File: config.mk
export PLATFORM = sky130hd
export DESIGN_NAME = mem_port_arbiter
export DESIGN_NICKNAME = d
export VERILOG_FILES = /design/src/rtl/mem_arb_pkg.sv /design/src/rtl/mem_arb_timer.sv /design/src/rtl/mem_port_arbiter.sv
export SDC_FILE = /design/constraint.sdc
export NUM_CORES = 1
export LEC_CHECK = 0
export CORE_MARGIN = 10
export CORE_UTILIZATION = 37
export CTS_CLUSTER_SIZE = 8
export DETAILED_ROUTE_END_ITERATION = 8
export PLACE_DENSITY = 0.79
export SYNTH_ARGS = -nofsm -noshare
export SYNTH_HDL_FRONTEND = slang
export SYNTH_SLANG_ARGS = --single-unit
File: constraint.sdc
create_clock -name clk -period 1.86 [get_ports clk]
set_input_delay 0.372 -clock clk [delete_from_list [all_inputs] [get_ports clk]]
set_output_delay 0.372 -clock clk [all_outputs]
set_load 0.05 [all_outputs]
File: src/rtl/mem_arb_pkg.sv
// Shared types and constants for the unified memory-port arbiter.
//   arb_state_e : arbiter FSM encoding
//   WAIT_W      : width of the per-access wait counter (TIMEOUT range 1..255)
//   STARVE_W    : width of the fetch-starvation counter (STARVE_MAX up to 15)
package mem_arb_pkg;

   typedef enum logic [1:0] {
      IDLE   = 2'd0,
      D_WAIT = 2'd1,
      I_WAIT = 2'd2
   } arb_state_e;

   localparam int WAIT_W   = 8;
   localparam int STARVE_W = 4;

endpackage

File: src/rtl/mem_arb_timer.sv
// Wait counter for an outstanding memory access.
//   clk, rst_n : clock, synchronous active-low reset
//   clear      : force the count back to zero (has priority over enable)
//   enable     : count one cycle of waiting
//   timeout    : cycle count at which the access is abandoned
//   expired    : count has reached timeout while enabled
module mem_arb_timer
   import mem_arb_pkg::*;
(
   input  logic              clk,
   input  logic              rst_n,
   input  logic              clear,
   input  logic              enable,
   input  logic [WAIT_W-1:0] timeout,
   output logic              expired
);

   logic [WAIT_W-1:0] wait_cnt;

   always_ff @(posedge clk) begin
      if (!rst_n) begin
         wait_cnt <= '0;
      end else if (clear) begin
         wait_cnt <= '0;
      end else if (enable) begin
         wait_cnt <= wait_cnt + 1'b1;
      end
   end

   assign expired = enable & (wait_cnt == timeout);

endmodule

File: src/rtl/mem_port_arbiter.sv
// Shares one memory port between instruction fetch and the MEM-stage
// load/store path, runs the req/ack handshake and produces pipeline stalls.
//   clk, rst_n          : clock, synchronous active-low reset
//   if_req/if_addr      : fetch request (held until if_ready)
//   if_rdata/if_ready   : fetched word and one-cycle completion pulse
//   m_req/m_we/m_addr/m_wdata/m_be : data access request (held until m_ready)
//   M_flush             : MEM stage flushed this cycle
//   m_rdata/m_ready     : load data and one-cycle completion pulse
//   F_stall/M_stall     : combinational pipeline freeze requests
//   bus_err             : one-cycle pulse when memory never acknowledged
//   mem_req/mem_we/mem_addr/mem_wdata/mem_be : registered memory request
//   mem_ack/mem_rdata   : memory completion and read data
//
// state  | meaning
// IDLE   | no access outstanding; arbitrate between fetch and data
// D_WAIT | data access outstanding, waiting for mem_ack or timeout
// I_WAIT | fetch access outstanding, waiting for mem_ack or timeout
module mem_port_arbiter
   import mem_arb_pkg::*;
#(
   parameter int TIMEOUT    = 255,
   parameter int STARVE_MAX = 4
) (
   input  logic        clk,
   input  logic        rst_n,
   input  logic        if_req,
   input  logic [31:0] if_addr,
   output logic [31:0] if_rdata,
   output logic        if_ready,
   input  logic        m_req,
   input  logic        m_we,
   input  logic [31:0] m_addr,
   input  logic [31:0] m_wdata,
   input  logic [3:0]  m_be,
   input  logic        M_flush,
   output logic [31:0] m_rdata,
   output logic        m_ready,
   output logic        F_stall,
   output logic        M_stall,
   output logic        bus_err,
   output logic        mem_req,
   output logic        mem_we,
   output logic [31:0] mem_addr,
   output logic [31:0] mem_wdata,
   output logic [3:0]  mem_be,
   input  logic        mem_ack,
   input  logic [31:0] mem_rdata
);

   arb_state_e          state_q, state_d;
   logic [STARVE_W-1:0] starve_q, starve_d;
   logic                drop_q, drop_d;

   logic        mem_req_d, mem_we_d;
   logic [31:0] mem_addr_d, mem_wdata_d;
   logic [3:0]  mem_be_d;
   logic [31:0] m_rdata_d, if_rdata_d;
   logic        m_ready_d, if_ready_d, bus_err_d;

   logic in_idle, m_ok, if_ok, starved, turnaround;
   logic data_grant, fetch_grant, expired, timer_clr, dropping;

   assign F_stall = if_req & ~if_ready;
   assign M_stall = m_req & ~m_ready & ~M_flush;

   assign in_idle = (state_q == IDLE);
   assign m_ok    = m_req & ~m_ready & ~M_flush;
   assign if_ok   = if_req & ~if_ready;
   assign starved = (starve_q == STARVE_W'(STARVE_MAX));

   // The cycle carrying a ready pulse is a turnaround cycle: nothing is
   // granted, so a requester that re-asserts straight after its ready competes
   // fairly in the following cycle and the starvation count stays meaningful.
   assign turnaround  = m_ready | if_ready;
   assign data_grant  = in_idle & ~turnaround & m_ok & ~(if_ok & starved);
   assign fetch_grant = in_idle & ~turnaround & if_ok & ~data_grant;

   // A flush in the same cycle as the ack or timeout still drops the result.
   assign dropping  = drop_q | M_flush;
   assign timer_clr = in_idle | mem_ack | expired;

   mem_arb_timer u_timer (
      .clk     (clk),
      .rst_n   (rst_n),
      .clear   (timer_clr),
      .enable  (~in_idle),
      .timeout (WAIT_W'(TIMEOUT)),
      .expired (expired)
   );

   always_comb begin
      state_d     = state_q;
      drop_d      = drop_q;
      mem_req_d   = mem_req;
      mem_we_d    = mem_we;
      mem_addr_d  = mem_addr;
      mem_wdata_d = mem_wdata;
      mem_be_d    = mem_be;
      m_rdata_d   = m_rdata;
      if_rdata_d  = if_rdata;
      m_ready_d   = 1'b0;
      if_ready_d  = 1'b0;
      bus_err_d   = 1'b0;

      unique case (state_q)
         IDLE: begin
            drop_d = 1'b0;
            if (data_grant) begin
               state_d     = D_WAIT;
               mem_req_d   = 1'b1;
               mem_we_d    = m_we;
               mem_addr_d  = m_addr;
               mem_wdata_d = m_wdata;
               mem_be_d    = m_be;
            end else if (fetch_grant) begin
               state_d     = I_WAIT;
               mem_req_d   = 1'b1;
               mem_we_d    = 1'b0;
               mem_addr_d  = if_addr;
               mem_wdata_d = '0;
               mem_be_d    = '0;
            end
         end
         D_WAIT: begin
            if (M_flush) drop_d = 1'b1;
            if (mem_ack) begin
               state_d   = IDLE;
               mem_req_d = 1'b0;
               drop_d    = 1'b0;
               if (!dropping) begin
                  m_ready_d = 1'b1;
                  m_rdata_d = mem_rdata;
               end
            end else if (expired) begin
               state_d   = IDLE;
               mem_req_d = 1'b0;
               drop_d    = 1'b0;
               bus_err_d = 1'b1;
               if (!dropping) begin
                  m_ready_d = 1'b1;
                  m_rdata_d = '0;
               end
            end
         end
         I_WAIT: begin
            if (mem_ack) begin
               state_d    = IDLE;
               mem_req_d  = 1'b0;
               if_ready_d = 1'b1;
               if_rdata_d = mem_rdata;
            end else if (expired) begin
               state_d    = IDLE;
               mem_req_d  = 1'b0;
               bus_err_d  = 1'b1;
               if_ready_d = 1'b1;
               if_rdata_d = '0;
            end
         end
         default: begin
            state_d   = IDLE;
            mem_req_d = 1'b0;
            drop_d    = 1'b0;
         end
      endcase

      starve_d = starve_q;
      if (!if_req || fetch_grant) begin
         starve_d = '0;
      end else if (data_grant && if_ok && !starved) begin
         starve_d = starve_q + 1'b1;
      end
   end

   always_ff @(posedge clk) begin
      if (!rst_n) begin
         state_q   <= IDLE;
         starve_q  <= '0;
         drop_q    <= 1'b0;
         mem_req   <= 1'b0;
         mem_we    <= 1'b0;
         mem_addr  <= '0;
         mem_wdata <= '0;
         mem_be    <= '0;
         m_rdata   <= '0;
         if_rdata  <= '0;
         m_ready   <= 1'b0;
         if_ready  <= 1'b0;
         bus_err   <= 1'b0;
      end else begin
         state_q   <= state_d;
         starve_q  <= starve_d;
         drop_q    <= drop_d;
         mem_req   <= mem_req_d;
         mem_we    <= mem_we_d;
         mem_addr  <= mem_addr_d;
         mem_wdata <= mem_wdata_d;
         mem_be    <= mem_be_d;
         m_rdata   <= m_rdata_d;
         if_rdata  <= if_rdata_d;
         m_ready   <= m_ready_d;
         if_ready  <= if_ready_d;
         bus_err   <= bus_err_d;
      end
   end

endmodule

Word-level counts from Yosys, hierarchy flattened
Index checks and enable logic that the tools add are counted.
Storage, ports and cells
  register bits: 152
  bits in latches: 0
  memory bits (writable): 0
  bits in read-only memories: 0
  input bits: 139
  output and inout bits: 139
  memories: 0
Cells by class
  add/sub/neg operators: 2
  multipliers: 0
  divide/modulo/power cells: 0
  $lt $le $gt $ge: 0
  equal/unequal tests: 7
  shifts and indexed selects: 0
  muxes and demuxes: 33
  bitwise operators: 25
  reduce and logical (&&, ||, !) cells: 19
Operator list (number)
  $mux W32: 10
  $mux W1: 14
  $reduce_and A2 Y1: 6
  $not A1 Y1: 11
  $and A1 B1 Y1: 10
  $add A8 B1 Y8 const B: 1
  $eq A8 B8 Y1 const B: 1
  $mux W2: 4
  $mux W4: 2
  $ne A3 B1 Y1 const B: 2
  $reduce_or A2 Y1: 3
  $add A4 B1 Y4 const B: 1
  $eq A4 B3 Y1 const B: 1
  $ne A4 B4 Y1 const B: 1
  $or A1 B1 Y1: 4
  $pmux W1 S2: 2
  $pmux W2 S2: 1
  $reduce_bool A2 Y1: 2
  $reduce_and A3 Y1: 1
  $reduce_or A3 Y1: 1
  $eq A2 B1 Y1 const B: 1
  $eq A2 B2 Y1 const B: 1
  $logic_and A1 B1 Y1: 2
  $logic_not A1 Y1: 2
  other kinds (2): 2

Longest topological paths before layout
  word-level depth: 10
  gate-level depth with buffers: 10
  mapped depth without buffers: 6

Cells and area by module
From an unflattened synthesis, not the netlist that was laid out.
Second synthesis, totals
  cell total of the unflattened synthesis: 715
  area total of the unflattened synthesis: 6203.4 um^2
Modules (own cells, without submodules)
  mem_port_arbiter: times used 1, cells an instance 665, area an instance 5770.5 um^2, seq. area each 2882.8 um^2
  mem_arb_timer: times used 1, cells an instance 50, area an instance 432.9 um^2, seq. area each 160.2 um^2

Worst setup path before layout
OpenSTA, ideal clock, no wires.
  kind: reg2reg
  from: reg if_ready
  to: reg mem_addr[22]
  library setup time: 0.059 ns
  arrival time: 1.864 ns
  required time: 1.801 ns
  slack: -0.063 ns
  stages on the path, launching flop included: 8
  buffers on the path: 3
  cells stage by stage: dfxtp_1 nand4bb_1 clkbuf_1 buf_4 clkbuf_1 nand2_1 nand3_1 o211a_1
Between the ends
  longest elaborated chain between the ends: 9
  elaborated cells on any way between the ends: 15
RTL lines
  from (decl): line mem_port_arbiter.sv:29  | output logic if_ready,
  from (signal assigned): line mem_port_arbiter.sv:201  | if_ready <= if_ready_d;
  $or A1 B1 Y1 / $not A1 Y1 (equally long branches): line mem_port_arbiter.sv:74, mem_port_arbiter.sv:68
  $not A1 Y1 / $and A1 B1 Y1 (equally long branches): line mem_port_arbiter.sv:75, mem_port_arbiter.sv:76, mem_port_arbiter.sv:68
  $and A1 B1 Y1 (on tied branches): line mem_port_arbiter.sv:75, mem_port_arbiter.sv:76
  $and A1 B1 Y1 / $not A1 Y1 (equally long branches): line mem_port_arbiter.sv:75  | assign data_grant = in_idle & ~turnaround & m_ok & ~(if_ok & starved);
  $and A1 B1 Y1: line mem_port_arbiter.sv:75
  $not A1 Y1: line mem_port_arbiter.sv:76  | assign fetch_grant = in_idle & ~turnaround & if_ok & ~data_grant;
  $and A1 B1 Y1: line mem_port_arbiter.sv:76
  $reduce_bool A2 Y1 (no line)
  $reduce_and A2 Y1 (no line)
  to (signal assigned): line mem_port_arbiter.sv:195  | mem_addr <= mem_addr_d;
  to (decl): line mem_port_arbiter.sv:43  | output logic [31:0] mem_addr,
Parallel ways exist; a longest one is shown, timed or not.
A chain may end at the register's enable or synchronous reset.

Worst setup path in the final report
  from: reg starve_q[0]
  to: reg mem_wdata[9]
Between the ends
  longest elaborated chain between the ends: 8
  elaborated cells on any way between the ends: 9
RTL lines
  from (decl): line mem_port_arbiter.sv:51  | logic [STARVE_W-1:0] starve_q, starve_d;
  from (signal assigned): line mem_port_arbiter.sv:191  | starve_q <= starve_d;
  $eq A4 B3 Y1 (*): line mem_port_arbiter.sv:69  | assign starved = (starve_q == STARVE_W'(STARVE_MAX));
  $and A1 B1 Y1 (*): line mem_port_arbiter.sv:75
  $not A1 Y1 (*): line mem_port_arbiter.sv:75
  $and A1 B1 Y1 (*): line mem_port_arbiter.sv:75
  $not A1 Y1: line mem_port_arbiter.sv:76
  $and A1 B1 Y1: line mem_port_arbiter.sv:76
  $reduce_bool A2 Y1 (no line)
  $reduce_and A2 Y1 (no line)
  to (signal assigned): line mem_port_arbiter.sv:196  | mem_wdata <= mem_wdata_d;
  to (decl): line mem_port_arbiter.sv:44  | output logic [31:0] mem_wdata,
Every way passes the cells marked *; elsewhere a longest branch is shown, timed or not.

==> flow_summary.yaml <==
power_and_ir_drop:
  clkPwrFrac: 0.345
  swShare: 0.3317
  combPwrFrac: 0.288
  p_int_w: 0.006624
  static-leakage-power_nw: 4.540
  pwr_density_cell_mw_per_mm2: 1032
  vdd_ir_drop_max_v: 0.0007300
  seqPwrFrac: 0.367
  switchingPower_w: 0.003287
place:
  pre_cts_ws_ns: -0.2396
  placedCellCount: 1061
  post-dp-hpwl_mm: 14.16
  port_buffers: 277
  gp_congestion: 0.7734
detailed_routing:
  final_antenna_net_count: 0
  drtIter0Drc: 324
  wl_mm: 20.47
  viasPerCell: 4.889
  routedWlPerCell_um: 18.55
  num_vias: 5397
  dr.pass1.iters: 5
  drc: 0
floorplanning:
  io_pins: 278
  die_w_um: 147.0
  start_util: 0.3772
  die_area_mm2: 0.02161
  core_mm2: 0.01583
  die_y_um: 147.0
  placementRows: 46
sta:
  min_period_ns: 1.888
  relSlewSlack: 0.6616
  fin_skew_ns: 0.01312
  layout_setup_ws_ns: -0.02805
  setup_viol: 3
  fmax_mhz: 529.6
  hold_viol_final: 0
  slew_viol_final: 0
  rsz0062_at_grt: "true"
  period_share: 1.015
  tightest_slew_ns: 0.5096
cts:
  clk_latency_ns: 0.42
  cts_tree: "built"
  cts_sinks: 152
  numCtsBuffers: 17
  cts-htree-levels: 4
  clk_pin_slew_ns: 0.06
  root_buffer: "clkbuf_16"
  holdBufCountCts: 0
  cts_buffer_depth: 2
logic_synthesis:
  synth-main-ff-cell: "dfxtp_1"
  syn_inst: 589
  synth_edf_count: 0
  synth.cell_area_mm2: 0.005969
  syn_nets: 734
  synthArstFlopShare: 0
  synth_warnings: 0
  ys_types: 37
  syn_area_per_cell_um2: 10.13
  ys_seq_area_frac: 0.5097
  ys_seq_elements: 152
critical_path:
  reg2reg_slack_ns: -0.03
  path_class: "flop to flop"
  worstPathRequired_ns: 2.17
  startpoint_type: "flop"
  worstSetupEndpointType: "flop"
  crit_fanout: 17
  arrival_ns: 2.20
final_layout:
  layoutNonFillerInstCount: 1104
  drive_gt1_frac: 0.2534
  nets: 1020
  antenna_cells: 0
  area_delta_synth_final_pct: 60.80
  fillers: 1316
  final_cell_mix: "148 x dfxtp_1, 148 x buf_4, 137 x clkdlybuf4s50_1, 68 x nand2_1, 64 x a22o_1"
global_route:
  top_usage_layer: "met2"
  grt_overflow: 0
  grt_util_met3: 0.06020
  antenna_found_initial: 1
  use_met2: 0.2885
  grt_max_degree: 80
  grt_pass1_wl_mm: 29.73
  gr-usage-all-layers: 0.1713
  grt_use_met1: 0.1984
  grt_pass1_vias: 5213
run_status:
  violations: "setup timing"
  status: "finished, violations left"
hold_path:
  hold_path.class: "input port to flop"
run:
  maxCapViolations: 0
==> state kept, by name (all words and copies together), names as in the netlist <==
name and cells:
mem_wdata 32, mem_be 4, m_ready 1, starve_q 4, mem_we 1, mem_addr 32
u_timer.wait_cnt 8, if_rdata 32, mem_req 1, if_ready 1, bus_err 1, m_rdata 32
state_q 2, drop_q 1
==> metrics by stage <==
stage,hold WS [ns],cell area [um^2],utilization,total power (W),setup TNS (ns)
6_report,0.3109,9599,0.6065,0.009911,-0.03780
5_1_grt,0.3066,9599,0.6065,0.01033,-2.336
4_1_cts,0.2969,9407,0.5943,0.009887,-0.6137
3_5_place_dp,0.4362,8815,0.5569,0.006443,-16.07
3_3_place_gp,0.4300,8815,0.5569,0.006411,-13.65
2_1_floorplan,0.4175,5987,-,0.005406,0
==> routing by layer <==
layer  share of wire  up-vias
met5         0.00063        -
met3           0.065       28
met4           0.021        2
met1            0.41     2534
li1                -     2632
met2            0.50      201
==> what timing repair did <==
| item | in CTS | in global routing |
|---|---|---|
| buffers inserted | 1 | 4 |
| resized for setup | 12 | 17 |
| cloned | 0 | 6 |
| pin swaps | 1 | 1 |
| endpoints found under the setup margin | 76 | 111 |
==> path summary, 6_finish.rpt <==
kind                                    start                               end  cells after the start
max                  starve_q[0]$_SDFFE_PP0P_         mem_wdata[9]$_SDFFE_PN0P_                      8
min                                     rst_n               drop_q$_SDFFE_PN0P_                      2
max reg2reg          starve_q[0]$_SDFFE_PP0P_         mem_wdata[9]$_SDFFE_PN0P_                      8
min reg2reg  u_timer.wait_cnt[0]$_SDFFE_PP0N_  u_timer.wait_cnt[0]$_SDFFE_PP0N_                      1
==> critical path, stage by stage, from the launching register on <==
cell	delay, ns
dfxtp_2	0.33
inv_2	0.05
ha_4	0.14
and3b_2	0.21
a2111o_2	0.47
buf_6	0.15
buf_8	0.16
mux2i_1	0.19
nor2b_1	0.07
==> final cells by class <==
cell class | count | area (um^2) | area share
sequential | 152 | 3048 | 0.3175
timing repair buffer | 316 | 2935 | 0.3058
multi-input combinational | 381 | 2733 | 0.2847
clock buffer | 19 | 452.9 | 0.04718
tap | 216 | 270.3 | 0.02815
clock inverter | 13 | 133.9 | 0.01395
inverter | 7 | 26.28 | 0.002737
==> logic make-up (layout without fill, tap and decap cells) <==
family          Yosys count  in the layout  share of synthesized area
flops                   152            152                     0.5097
simple gates            219            219                     0.1901
xor+xnor                  8              8                    0.01174
buf+inv                  56            355                    0.04527
mux                      39             39                    0.06539
fa+ha+maj                 6              6                    0.01258
compound gates          109            109                     0.1652
==> Yosys cell counts (4+ instances only) <==
master      n  area, um^2
buf_2      15       75.07
and2_1     37       231.5
nor2_1     17       63.81
ha_1        6       75.07
a22o_1     64       560.5
xnor2_1     5       43.79
dfxtp_1   152        3043
clkbuf_1   28       105.1
o211a_1    32       320.3
and3_1      4       25.02
nand3_1    34       170.2
buf_6       5       56.30
inv_1       7       26.28
nor2b_1    41       256.5
nand2_1    68       255.2
mux2i_1    39       390.4
==> power groups by stage <==
stage	logic [W]	registers [W]	clock network (W)
after floorplan	0.000897	0.00451	0
after detailed placement	0.00274	0.00370	0
after global routing	0.00302	0.00366	0.00365
final	0.00285	0.00364	0.00342
after CTS	0.00274	0.00364	0.00351
after global placement	0.00271	0.00370	0
Power figures use the tool's default switching activity.
